## src/rtl/lfsr_rng_param.sv

```systemverilog
// Parametrised LFSR-based random draw generator with rejection sampling,
// req/valid handshake and runtime reseeding for the note/lane spawner.
module lfsr_rng_param #(
    parameter int               WIDTH    = 16,
    parameter logic [WIDTH-1:0] TAPS     = 16'hB400,
    parameter logic [WIDTH-1:0] SEED     = 16'hACE1,
    parameter int               OUT_W    = 4,
    parameter int               STEPS    = 13,
    parameter int               MAX_VAL  = 16,
    parameter bit               FREE_RUN = 1'b1
) (
    input  logic             clk,
    input  logic             rst,
    input  logic             seed_load,
    input  logic [WIDTH-1:0] seed_in,
    input  logic             req,
    output logic             busy,
    output logic             valid,
    output logic [OUT_W-1:0] rnd,
    output logic [7:0]       rejects
);
    localparam int                CNT_W    = (STEPS > 1) ? $clog2(STEPS) : 1;
    localparam logic [CNT_W-1:0]  CNT_INIT = CNT_W'(STEPS - 1);
    // One extra bit so MAX_VAL = 2^OUT_W is representable and accepts everything.
    localparam logic [OUT_W:0]    MAX_C    = (OUT_W + 1)'(MAX_VAL);

    typedef enum logic [1:0] {IDLE, SHIFT, CHECK} fsm_t;

    fsm_t             st_q, st_d;
    logic [WIDTH-1:0] lfsr_q, lfsr_d, lfsr_step;
    logic [CNT_W-1:0] cnt_q, cnt_d;
    logic [OUT_W-1:0] rnd_q, rnd_d, cand;
    logic             valid_q, valid_d;
    logic [7:0]       rej_q, rej_d;

    assign lfsr_step = {lfsr_q[WIDTH-2:0], ^(lfsr_q & TAPS)};
    assign cand      = lfsr_q[WIDTH-1 -: OUT_W];

    always_ff @(posedge clk) begin
        if (rst) begin
            st_q    <= IDLE;
            lfsr_q  <= SEED;
            cnt_q   <= '0;
            rnd_q   <= '0;
            valid_q <= 1'b0;
            rej_q   <= '0;
        end else begin
            st_q    <= st_d;
            lfsr_q  <= lfsr_d;
            cnt_q   <= cnt_d;
            rnd_q   <= rnd_d;
            valid_q <= valid_d;
            rej_q   <= rej_d;
        end
    end

    always_comb begin
        st_d    = st_q;
        lfsr_d  = lfsr_q;
        cnt_d   = cnt_q;
        rnd_d   = rnd_q;
        valid_d = 1'b0;
        rej_d   = rej_q;
        if (seed_load) begin
            // A zero seed would lock the LFSR up, so fall back to SEED.
            lfsr_d = (seed_in == '0) ? SEED : seed_in;
            st_d   = IDLE;
            rej_d  = '0;
        end else begin
            case (st_q)
                IDLE: begin
                    if (FREE_RUN) lfsr_d = lfsr_step;
                    if (req) begin
                        cnt_d = CNT_INIT;
                        st_d  = SHIFT;
                    end
                end
                SHIFT: begin
                    lfsr_d = lfsr_step;
                    if (cnt_q == '0) st_d = CHECK;
                    else             cnt_d = cnt_q - 1'b1;
                end
                CHECK: begin
                    if ({1'b0, cand} < MAX_C) begin
                        rnd_d   = cand;
                        valid_d = 1'b1;
                        st_d    = IDLE;
                    end else begin
                        if (rej_q != 8'hFF) rej_d = rej_q + 8'd1;
                        cnt_d = CNT_INIT;
                        st_d  = SHIFT;
                    end
                end
                default: st_d = IDLE;
            endcase
        end
    end

    assign busy    = (st_q != IDLE);
    assign valid   = valid_q;
    assign rnd     = rnd_q;
    assign rejects = rej_q;
endmodule

```

## config.mk

```make
export PLATFORM = sky130hd
export DESIGN_NAME = lfsr_rng_param
export DESIGN_NICKNAME = d
export VERILOG_FILES = /design/src/rtl/lfsr_rng_param.sv
export SDC_FILE = /design/constraint.sdc
export NUM_CORES = 1
export LEC_CHECK = 0
export CAP_MARGIN = 20
export CORE_ASPECT_RATIO = 0.6
export CORE_UTILIZATION = 48
export DETAILED_ROUTE_END_ITERATION = 7
export PLACE_DENSITY = 0.78
export SLEW_MARGIN = 20
export SYNTH_ARGS = -nofsm -noshare
export SYNTH_HDL_FRONTEND = slang
export SYNTH_SLANG_ARGS = --single-unit
```

## constraint.sdc

```tcl
create_clock -name clk -period 2.9 [get_ports clk]
set_clock_uncertainty 0.05 [all_clocks]
set_input_delay 0.29 -clock clk [delete_from_list [all_inputs] [get_ports clk]]
set_output_delay 0.29 -clock clk [all_outputs]
set_load 0.01 [all_outputs]
```

==> results_dict.tcl <==
set metrics [dict create \
    status "finished with violations" \
    violations "design-rule violations" \
    wl_per_cell_um 14.4 \
    critPathKind "in -> reg" \
    startpoint_type "input port" \
    synth.area.top_cells "dfxtp_1 (40%), mux2i_1 (9.6%), nor2_1 (6.9%)" \
    grt_pass1_vias 1013 \
    vias 1129 \
    synth_top_area_cell "dfxtp_1" \
    rsz0062_at_grt "no" \
    die_width_um 70.7 \
    power_density_nw_per_um2 454 \
    core_um2 2590 \
    finalSetupViolCount 0 \
    drc_errors 2 \
    io_pins 34 \
    cts_max_level 1 \
    synthArstFlopShare_pct 0 \
    n_fill_cell 208 \
    postSynthAreaPerCell_um2 9.13 \
    p_leak_uw 0.000613 \
    detail_route.first_pass.iterations 6 \
    max_freq_mhz 503 \
    portBuffers 25 \
    synth_seq_cells 27 \
    place_congestion 0.761 \
    cts_hold_buf 0 \
    fin_nets 192 \
    tightestPinTransition_ns 0.661 \
    timing.hold.ws_ns 0.449 \
    rows 14 \
    post-cts-setup-buffers 0 \
    syn-cell-area_um2 1360 \
    multi_input_area_um2 733 \
    combPwrFrac_pct 17.0 \
    cts_root_buf "clkbuf_8" \
    die_h_um 43.2 \
    antenna_cells 0 \
    grt_pass1_wl_mm 4.78 \
    dp_hpwl_mm 2.13 \
    power_switching_uw 190 \
    internal_power_uw 556 \
    ir_drop_uv 288 \
    drv_slew 0 \
    grt-ovfl-total 0 \
    synth.distinct_cells 33 \
    clock_latency_ns 0.27 \
    worstHoldPathType "reg -> reg" \
    syn_inst 149 \
    initial_core_util_pct 52.5 \
    syn_to_final_growth_pct 20.8 \
    vias_per_cell 5.59 \
    clockBufferDepth 2 \
    period_minus_slack_ns 1.99 \
    ant_nets 0 \
    cts.clk_slew.worst_paths_ns 0.08 \
    synth-edff-count 0 \
    yosys.area.top_type_share_pct 39.7 \
    post-route-period-util_pct 68.6 \
    cts_buffers 3 \
    antenna_found_initial 0 \
    drtIter0Drc 101 \
    ys_seq_area_share_pct 39.7 \
    cap_violations 0 \
    clkPwrFrac_pct 28.3 \
    ys.flop_type "dfxtp_1" \
    relSlewSlack_pct 55.8 \
    p_sw_share_pct 25.5 \
    cts_resized 0 \
    die_area_um2 3060 \
    grt_usage_pct 20.6 \
    arrival_ns 2.15 \
    worst_ep_required_time_ns 3.06 \
    setup_ws_ns 0.910 \
    cts_sinks 27 \
    drive_gt1_share_pct 11.8 \
    grt_max_degree 24 \
    endpoint_kind "flop" \
    finalHoldViolCount 0 \
    place_worst_setup_slack_ns 0.624 \
    seq_area_um2 541 \
    ys_warn_count 0 \
    fin_setup_tns_ns 0 \
    wirelength_mm 2.91 \
    cts_tree "built" \
    worstPathMaxFanout 8 \
    pwr-share-seq_pct 54.7 \
]
-- cell usage after synthesis (2+ instances only) --
cell type / number
dfxtp_1: 27
a21oi_1: 11
clkbuf_1: 6
mux2_2: 8
inv_1: 3
nand2_1: 2
nor2b_1: 2
nand2b_1: 7
buf_2: 3
o31ai_1: 2
xnor2_1: 2
or3_1: 2
mux2i_1: 13
o22ai_1: 7
buf_4: 8
o21ai_0: 2
nor2_1: 25
or4_4: 3
nor3_1: 2
-- state kept, by name, summed over array words and instances, names as in the netlist --
register / flops
lfsr_q: 16
cnt_q: 4
rnd: 4
st_q: 2
valid: 1
-- area by class of cell --
cell class | count | area share [%]
multi-input cells | 108 | 44.6
flip-flops and latches | 27 | 32.9
repair buffers | 28 | 16.6
clock buffers | 4 | 2.74
well taps | 32 | 2.44
inverters | 3 | 0.685
-- routing by layer --
layer	up-vias	track usage, %	routed length [um]
met1	539	28.2	1430
met5	-	0	0
met3	2	5.70	180
met4	0	5.20	21
li1	544	-	-
met2	44	32.3	1280
-- power by group through the flow --
stage | clock, uW | sequential (uW) | combinational (uW)
after global routing | 237 | 411 | 138
after floorplan | 0 | 409 | 89.2
final | 211 | 408 | 127
after global placement | 0 | 415 | 121
after detailed placement | 0 | 416 | 126
after CTS | 216 | 408 | 127
-- final timing paths --
check             cells past startpoint       start  slack (ns)          to
setup / recovery                      5  seed_in[8]        0.91  lfsr_q[15]
hold / removal                        2      rnd[2]        0.45      rnd[2]
setup reg to reg                      6    cnt_q[0]        1.01    cnt_q[0]
hold reg to reg                       2      rnd[2]        0.45      rnd[2]
-- placed cells by master (no fill, tap or decap), drive strengths merged --
master / n
nor2: 25
o31ai: 2
clkbuf: 4
or4: 4
o41ai: 1
clkdlybuf4s50: 25
nor3b: 2
o22a: 1
o21ai: 2
mux2: 8
or2: 1
nor2b: 2
buf: 3
conb: 8
nand2b: 7
a21oi: 11
or4b: 1
nand2: 2
a2111oi: 1
and4b: 1
o22ai: 7
inv: 3
ha: 1
or3: 2
nor3: 2
a211oi: 1
xnor2: 2
dfxtp: 27
xor2: 1
mux2i: 13
-- cell families (layout without fill, tap and decap cells) --
logic type,after synthesis,in the layout,synth area share [%]
flip-flops,27,27,39.7
multiplexers,21,21,16.2
AO/OA/AOI/OAI,26,26,13.0
AND/OR/NAND/NOR,49,49,19.7
other,1,8,0.276
adder cells (fa/ha/maj),1,1,0.920
buffers and inverters,21,35,8.28
XOR/XNOR,3,3,1.93
-- through the flow --
stage	util (%)	total power [uW]	cells	area [um^2]
after global placement	61.6	535	198	1600
after CTS	63.4	751	202	1640
after detailed placement	61.6	542	198	1600
after floorplan	-	498	156	1390
after global routing	63.4	786	202	1640
final	63.4	747	202	1640
-- worst max-delay path, cell delays in order --
cell and delay, ns:
clkdlybuf4s50_1 0.43, or4_4 0.57, o41ai_4 0.58, o22ai_1 0.17, nand2b_1 0.11
(Power assumes the default switching activity.)
